## src/rtl/peripheral_bus_bridge.sv

```systemverilog
// Avalon-MM slave bridge: decodes one word-addressed bus into register and memory ports,
// keeping read responses in issue order and answering unmapped register reads locally.
module peripheral_bus_bridge #(
  parameter int unsigned MAX_PENDING = 4,
  parameter int unsigned NUM_REGS    = 3
) (
  input  logic        clk,
  input  logic        reset,
  input  logic        avs_read,
  input  logic        avs_write,
  input  logic [8:0]  avs_address,
  input  logic [31:0] avs_writedata,
  output logic        avs_waitrequest,
  output logic        avs_readdatavalid,
  output logic [31:0] avs_readdata,
  output logic        reg_read,
  output logic        reg_write,
  output logic [1:0]  reg_address,
  output logic [31:0] reg_data_in,
  input  logic        reg_read_valid,
  input  logic [31:0] reg_data_out,
  output logic        mem_read,
  output logic        mem_write,
  output logic [7:0]  mem_address,
  output logic [31:0] mem_data_in,
  input  logic        mem_read_valid,
  input  logic [31:0] mem_data_out,
  output logic        err_spurious
);

  localparam int unsigned CW = $clog2(MAX_PENDING + 1);

  typedef enum logic [1:0] {TgtReg, TgtMem, TgtLocal} tgt_e;

  tgt_e          dec;
  tgt_e          tgt_q, tgt_d;
  logic [CW-1:0] cnt_q, cnt_d;
  logic          local_q, local_d;
  logic          rdv_q;
  logic [31:0]   rdata_q, rdata_d;
  logic          err_q;

  logic          stall, acc_rd, src_valid, resp, spurious;
  logic [31:0]   src_data;

  always_comb begin
    if (avs_address[8]) begin
      dec = TgtMem;
    end else if (32'(avs_address[7:0]) < NUM_REGS) begin
      dec = TgtReg;
    end else begin
      dec = TgtLocal;
    end
  end

  always_comb begin
    // Stall uses the registered count only; a response landing this cycle frees a slot next cycle.
    stall  = avs_read && ((cnt_q == CW'(MAX_PENDING)) || ((cnt_q != '0) && (dec != tgt_q)));
    acc_rd = avs_read && !stall;

    case (tgt_q)
      TgtReg: begin
        src_valid = reg_read_valid;
        src_data  = reg_data_out;
      end
      TgtMem: begin
        src_valid = mem_read_valid;
        src_data  = mem_data_out;
      end
      default: begin
        src_valid = local_q;
        src_data  = 32'h0000_0000;
      end
    endcase

    resp     = src_valid && (cnt_q != '0);
    spurious = (reg_read_valid && !((tgt_q == TgtReg) && (cnt_q != '0))) ||
               (mem_read_valid && !((tgt_q == TgtMem) && (cnt_q != '0)));

    cnt_d = cnt_q;
    if (acc_rd && !resp) begin
      cnt_d = cnt_q + CW'(1);
    end else if (!acc_rd && resp) begin
      cnt_d = cnt_q - CW'(1);
    end

    tgt_d   = acc_rd ? dec : tgt_q;
    local_d = acc_rd && (dec == TgtLocal);
    rdata_d = resp ? src_data : rdata_q;
  end

  always_ff @(posedge clk or posedge reset) begin
    if (reset) begin
      cnt_q   <= '0;
      tgt_q   <= TgtReg;
      local_q <= 1'b0;
      rdv_q   <= 1'b0;
      rdata_q <= '0;
      err_q   <= 1'b0;
    end else begin
      cnt_q   <= cnt_d;
      tgt_q   <= tgt_d;
      local_q <= local_d;
      rdv_q   <= resp;
      rdata_q <= rdata_d;
      err_q   <= err_q | spurious;
    end
  end

  assign avs_waitrequest   = stall;
  assign avs_readdatavalid = rdv_q;
  assign avs_readdata      = rdata_q;
  assign err_spurious      = err_q;

  assign reg_read    = acc_rd && (dec == TgtReg);
  assign reg_write   = avs_write && (dec == TgtReg);
  assign reg_address = avs_address[1:0];
  assign reg_data_in = avs_writedata;
  assign mem_read    = acc_rd && (dec == TgtMem);
  assign mem_write   = avs_write && (dec == TgtMem);
  assign mem_address = avs_address[7:0];
  assign mem_data_in = avs_writedata;

endmodule

```

## config.mk

```make
export PLATFORM = sky130hd
export DESIGN_NAME = peripheral_bus_bridge
export DESIGN_NICKNAME = d
export VERILOG_FILES = /design/src/rtl/peripheral_bus_bridge.sv
export SDC_FILE = /design/constraint.sdc
export NUM_CORES = 1
export LEC_CHECK = 0
export CORE_MARGIN = 1.5
export CORE_UTILIZATION = 35
export CTS_CLUSTER_SIZE = 10
export DETAILED_ROUTE_END_ITERATION = 6
export PLACE_DENSITY = 0.93
export SLEW_MARGIN = 0
export SYNTH_ARGS = -nofsm -noshare
export SYNTH_HDL_FRONTEND = slang
export SYNTH_SLANG_ARGS = --single-unit
```

## constraint.sdc

```tcl
create_clock -name clk -period 7.1 [get_ports clk]
set_input_delay 1.065 -clock clk [delete_from_list [all_inputs] [get_ports clk]]
set_output_delay 1.065 -clock clk [all_outputs]
set_load 0.02 [all_outputs]
```

==> flow_summary_export.csv, run 1 <==
group,metric,value,unit
synth,yosys_warnings,0,
floorplanning,ios,224,
sta,rsz0062_at_grt,"no",
grt,grt_max_degree,66,
clock_network,postCtsSetupRepairBufs,0,
route,drc,0,
synth,yosysUniqueCellTypes,34,
worst_setup_path,cp-start-kind,"input port",
clock_network,cts_tree,"built",
place,portBuffers,127,
synth,async_reset_ff_frac,1.00,
clock_network,cts_root_buffer,"clkbuf_8",
sta,slew_viol_final,0,
route,routedWlPerCell,14.4,um
synth,synth_ff_type,"dfrtp_1",
grt,grt_use_met1,0.166,
clock_network,cts_num_sinks,40,
sta,fin_skew,0.00512,ns
grt,grt_pass1_vias,1980,
place,placedCellCount,409,
synth,synth_cells,270,
worst_setup_path,cp.required,6.03,ns
sta,report.final.hold_viol_count,0,
flow_run,max_cap_viol_count,0,
synth,avgSynthCellArea,9.75,um2
clock_network,cts_buffer_depth,2,
synth,synth_area_leaders,"dfrtp_1 (38%), buf_4 (21%), mux2i_1 (13%)",
sta,max_freq,0.227,GHz
sta,setup_violations,0,
floorplanning,dieArea,8050,um2
grt,grt_pass1_wl,9.79,mm
grt,grt_overflow_total,0,
grt,antenna_found_initial,0,
sta,worst_pin_slew,1.07,ns
clock_network,insertion_delay,0.29,ns
cells_and_area,syn2layout_area_growth,33.3,%
outcome,outcome,"finished, final reports clean",
synth,yosys.area.top_type_share,0.380,
floorplanning,core_area,7250,um2
cells_and_area,drive_gt1_frac,0.0629,
floorplanning,die_w,89.7,um
synth,syn_nets,383,
pwr,ir_drop,0.000285,V
clock_network,cts.htree.levels,2,
worst_setup_path,path_class,"in -> out",
grt,use_met3,0.0533,
pwr,p_leak,1.41,nW
synth,synth.largest_area_cell,"dfrtp_1",
route,drt_iter0_drc,97,
grt,use_met2,0.259,
floorplanning,initial_core_util,0.363,
floorplanning,num_rows,31,
worst_setup_path,endpoint_kind,"primary output",
cells_and_area,n_antenna_cell,0,
cells_and_area,final_cells,417,
place,finalWeightedCongestion,0.826,
synth,syn_area,2630,um2
sta,final.min_clock_period,4.41,ns
grt,grt_use_total,0.149,
sta,slew_headroom,0.287,
worst_setup_path,critPathArrivalTime,3.35,ns
grt,gr-max-usage-layer,"met2",
worst_setup_path,critPathMaxFanout,6,
clock_network,cts_resized,0,
synth,synth_seq_cells,40,
sta,tns,0,ns
min_path,worstHoldPathType,"reg -> reg",
route,vias,1999,
pwr,powerDensity,371,nW/um2
synth,synth_edf_count,0,
clock_network,clk_pin_slew_worst_paths,0.08,ns
clock_network,numCtsBuffers,5,
clock_network,cts_hold_repair.buffers,0,
floorplanning,die-height,89.7,um
route,drtPass1Iterations,4,
route,drt_wl_total,6.00,mm
cells_and_area,fin_nets,430,
synth,ys_seq_area_frac,0.380,
place,place_hpwl,4.41,mm
route,avgViaCountPerCell,4.79,
sta,min_period_over_period,0.621,
route,postRouteAntennaNets,0,
-- per-stage QoR --
| stage | hold WS [ns] | power [mW] | utilization | setup WS [ns] | area [um2] |
|---|---|---|---|---|---|
| after floorplan | 0.443 | 0.938 | - | 3.27 | 2630 |
| after global placement | 0.451 | 1.13 | 0.471 | 2.82 | 3410 |
| after detailed placement | 0.458 | 1.17 | 0.471 | 2.72 | 3410 |
| after CTS | 0.473 | 1.33 | 0.484 | 2.71 | 3510 |
| after global routing | 0.491 | 1.40 | 0.484 | 2.58 | 3510 |
| final | 0.474 | 1.30 | 0.484 | 2.69 | 3510 |
-- final timing paths --
kind,endpoint,slack [ns],cells after the start,startpoint
max reg2reg,cnt_q[2],4.20,10,tgt_q[0]
max,avs_waitrequest,2.69,6,avs_address[1]
min,cnt_q[2],0.47,1,cnt_q[2]
max in group asynchronous,tgt_q[0],5.24,2,reset
min in group asynchronous,avs_readdata[18],1.28,2,reset
min reg2reg,cnt_q[2],0.47,1,cnt_q[2]
-- synth_stat cells, types with 2 or more instances --
cell      count
xnor2_1       2
buf_4        75
nand2_1      38
xor2_1        2
a211oi_1      2
nand3_1       2
nor2_1        3
o21ai_1       3
inv_1         5
nor3_1        3
dfrtp_1      40
buf_2         6
buf_1         2
o31ai_1      26
mux2i_1      33
clkbuf_1      5
o31ai_2       6
-- cell usage in the layout (no fill, tap or decap), types with 3 or more instances in the layout --
| cell | Yosys | final |
|---|---|---|
| clkbuf_8 | 0 | 6 |
| o31ai_1 | 26 | 26 |
| o21ai_1 | 3 | 3 |
| mux2i_1 | 33 | 33 |
| nor2_1 | 3 | 3 |
| nand2_1 | 38 | 38 |
| clkdlybuf4s50_1 | 0 | 127 |
| inv_1 | 5 | 4 |
| dfrtp_1 | 40 | 39 |
| o31ai_2 | 6 | 6 |
| nor3_1 | 3 | 3 |
-- registers in the layout, indices dropped and copies added, names as in the netlist --
name	cells
avs_readdata	32
avs_readdatavalid	1
cnt_q	3
err_spurious	1
local_q	1
tgt_q	2
-- worst max-delay path, stage by stage --
cell	delay, ns
clkdlybuf4s50_1	0.44
a211oi_1	0.26
nand2_1	0.19
xnor2_1	0.16
a2111oi_0	0.52
clkdlybuf4s50_1	0.70
-- power by group --
part / switching (mW) / leakage, nW / internal, mW
combinational: 0.378 / 0.865 / 0.348
clock: 0.0780 / 0.0445 / 0.0790
sequential: 0.0934 / 0.503 / 0.326
total: 0.550 / 1.41 / 0.753
-- final cells by class --
cell class	count	area (um2)
clock buffers	7	86.3
flip-flops and latches	40	1000
inverters	6	22.5
well taps	99	124
multi-input cells	135	978
repair buffers	129	1290
fillers	696	3750
clock inverters	1	7.51
-- cell families (layout without fill, tap and decap cells) --
group | count (synthesis) | after routing | synth area share
xor gates and xnor gates | 4 | 4 | 0.0133
adders and majority gates | 2 | 2 | 0.0124
DFF | 40 | 40 | 0.380
muxes | 35 | 35 | 0.134
and+or+nand+nor | 52 | 52 | 0.0827
AOI/OAI and AO/OA | 42 | 42 | 0.129
buffers and inverters | 95 | 143 | 0.248
-- per-layer routing --
layer,vias to the layer above,share of wire
met1,952,0.38
met2,79,0.52
met4,0,0.019
met5,-,0
met3,23,0.083
li1,945,-
(Power assumes the default switching activity.)
==> run 2: changes to the inputs <==
--- a/config.mk
+++ b/config.mk
@@ -6,10 +6,10 @@
 export NUM_CORES = 1
 export LEC_CHECK = 0
 export CORE_MARGIN = 1.5
-export CORE_UTILIZATION = 35
+export CORE_UTILIZATION = 32
 export CTS_CLUSTER_SIZE = 10
 export DETAILED_ROUTE_END_ITERATION = 6
-export PLACE_DENSITY = 0.93
+export PLACE_DENSITY = 0.87
 export SLEW_MARGIN = 0
 export SYNTH_ARGS = -nofsm -noshare
 export SYNTH_HDL_FRONTEND = slang
==> constraint.sdc (replaced) <==
create_clock -name clk -period 4.6 [get_ports clk]
set_input_delay 0.69 -clock clk [delete_from_list [all_inputs] [get_ports clk]]
set_output_delay 0.69 -clock clk [all_outputs]
set_load 0.02 [all_outputs]
==> run 2 against run 1 <==
- cell area grew 0.50%
- cell count grew 1.2%
- count of clock-buffer cells in the layout shrank 1
- critical path type unchanged
- sequential power grew 54%
- worst setup slack lost 1.7 ns
- utilization shrank 3.4 points
- combinational power grew 54%
==> flow_summary_export.csv, run 2 (synthesized netlist as in run 1, its figures left out) <==
group,metric,value,unit
clock_network,cts.htree.levels,2,
place,place_hpwl,4.99,mm
worst_setup_path,cpMostUsedCell,"clkdlybuf4s50_1",
pwr,ir_drop,0.000292,V
cells_and_area,largest_reg_flops,32,
cells_and_area,drive_gt1_frac,0.0688,
pwr,combPwrFrac,0.558,
clock_network,insertion_delay,0.29,ns
sta,fin_ws,0.962,ns
floorplanning,initial_core_util,0.335,
sta,setup_violations,0,
sta,fin_skew,0.00497,ns
worst_setup_path,critPathMaxFanout,6,
route,postRouteAntennaNets,0,
clock_network,cts_hold_repair.buffers,0,
cells_and_area,final_common_cell,"clkdlybuf4s50_1",
clock_network,cts_tree,"built",
worst_setup_path,timing.rr.start,"tgt_q[1]",
sta,max_freq,0.275,GHz
sta,tns,0,ns
sta,worst_pin_slew,0.823,ns
floorplanning,die-height,93.7,um
worst_setup_path,crit_chain,"clkdlybuf4s50_1 -> nor4_1 -> nand2_1 -> xnor2_1 -> a2111oi_0 -> clkdlybuf4s50_1",
place,dp_slack,0.938,ns
sta,rsz0062_at_grt,"no",
worst_setup_path,ff2ff_setup_slack,1.90,ns
floorplanning,core_area,7850,um2
clock_network,cts_num_sinks,40,
cells_and_area,seq_area,1000,um2
min_path,holdPathEnd,"cnt_q[2]",
pwr,p_seq_frac,0.321,
pwr,total_power,2.01,mW
worst_setup_path,slowest_delay,0.68,ns
cells_and_area,fillers,769,
worst_setup_path,cp.required,3.91,ns
cells_and_area,fin_nets,432,
grt,grt_pass1_vias,2027,
route,drt_iter0_drc,85,
min_path,worstHoldPathType,"reg -> reg",
floorplanning,ios,224,
clock_network,postCtsSetupRepairBufs,0,
route,vias,2002,
place,portBuffers,127,
cells_and_area,final_cell_mix,"clkdlybuf4s50_1 (127), dfrtp_1 (39), nand2_1 (38)",
floorplanning,die_w,93.7,um
route,drtPass1Iterations,4,
worst_setup_path,path_class,"in -> out",
sta,whs,0.478,ns
worst_setup_path,critical_path.slowest_cell,"clkdlybuf4s50_1",
sta,slew_viol_final,0,
flow_run,max_cap_viol_count,0,
cells_and_area,n_antenna_cell,0,
sta,slew_headroom,0.451,
min_path,min-delay-start,"cnt_q[2]",
grt,grt_max_degree,66,
pwr,p_leak,1.43,nW
min_path,holdPathStages,1,
worst_setup_path,cp-start-kind,"input port",
cells_and_area,post-route-util,0.449,
place,finalWeightedCongestion,0.746,
clock_network,cts_root_buffer,"clkbuf_8",
grt,grt_pass1_wl,9.88,mm
sta,final.min_clock_period,3.64,ns
grt,grt_overflow_total,0,
pwr,swShare,0.423,
pwr,power.internal,1.16,mW
clock_network,cts_buffer_depth,2,
worst_setup_path,worstRegToRegCells,7,
route,routedWlPerCell,15.5,um
pwr,p_clk_frac,0.120,
floorplanning,num_rows,32,
clock_network,clk_pin_slew_worst_paths,0.08,ns
cells_and_area,multi_input_area,978,um2
worst_setup_path,endpoint_kind,"primary output",
floorplanning,dieArea,8780,um2
cells_and_area,syn2layout_area_growth,34.0,%
sta,min_period_over_period,0.791,
sta,report.final.hold_viol_count,0,
route,avgViaCountPerCell,4.74,
grt,antenna_found_initial,0,
worst_setup_path,critPathArrivalTime,2.95,ns
clock_network,numCtsBuffers,5,
pwr,switching_power,0.850,mW
pwr,powerDensity,570,nW/um2
worst_setup_path,r2r-end,"cnt_q[1]",
clock_network,cts_resized,0,
outcome,outcome,"finished, final reports clean",
route,drc,0,
route,drt_wl_total,6.55,mm
grt,grt_use_total,0.146,
## run 2: cell types whose count changed in the layout (fill, tap and decap cells not counted), sizes merged
cell      delta
inv          -1
clkinv       +3
buf          +2
clkbuf       -1
clkinvlp     -1
## run 2: metrics by stage
| step | instances | area, um2 |
|---|---|---|
| after floorplan | 270 | 2630 |
| after global placement | 414 | 3430 |
| after detailed placement | 414 | 3430 |
| after CTS | 422 | 3520 |
| after global routing | 422 | 3520 |
| final | 422 | 3520 |
## run 2: how the worst max path moves through the flow
stage                     cells past startpoint         endpoint  slack, ns            from
after floorplan                               4  avs_waitrequest       1.52  avs_address[6]
after global placement                        6  avs_waitrequest       0.95  avs_address[6]
after detailed placement                      6  avs_waitrequest       0.94  avs_address[5]
after CTS                                     6  avs_waitrequest       0.93  avs_address[5]
after global routing                          6  avs_waitrequest       0.78  avs_address[6]
final                                         6  avs_waitrequest       0.96  avs_address[5]
## run 2: area by class of cell
| type | instances | share of cell area |
|---|---|---|
| well taps | 102 | 0.0362 |
| repair buffers | 131 | 0.369 |
| clock inverters | 2 | 0.00284 |
| clock buffers | 6 | 0.0234 |
| flip-flops and latches | 40 | 0.284 |
| inverters | 6 | 0.00639 |
| multi-input cells | 135 | 0.278 |
## run 2: critical path, delay by kind of cell
kind            cells  cell delay, ns
compound gates      1            0.44
simple gates        2            0.53
buf+inv             2            1.11
xor+xnor            1            0.18
## run 2: routing by layer
metal,part of all wire,global-route usage,vias up
met1,0.36,0.150,914
met4,0.021,0.0585,0
met3,0.092,0.0372,23
li1,-,-,950
met5,0,0,-
met2,0.52,0.278,115
## run 2: power by group through the flow
stage,clock network (mW),logic (mW),registers (mW)
2_1_floorplan,0,0.717,0.731
3_3_place_gp,0,1.10,0.649
3_5_place_dp,0,1.14,0.654
4_1_cts,0.257,1.14,0.649
5_1_grt,0.270,1.22,0.672
6_report,0.242,1.12,0.646
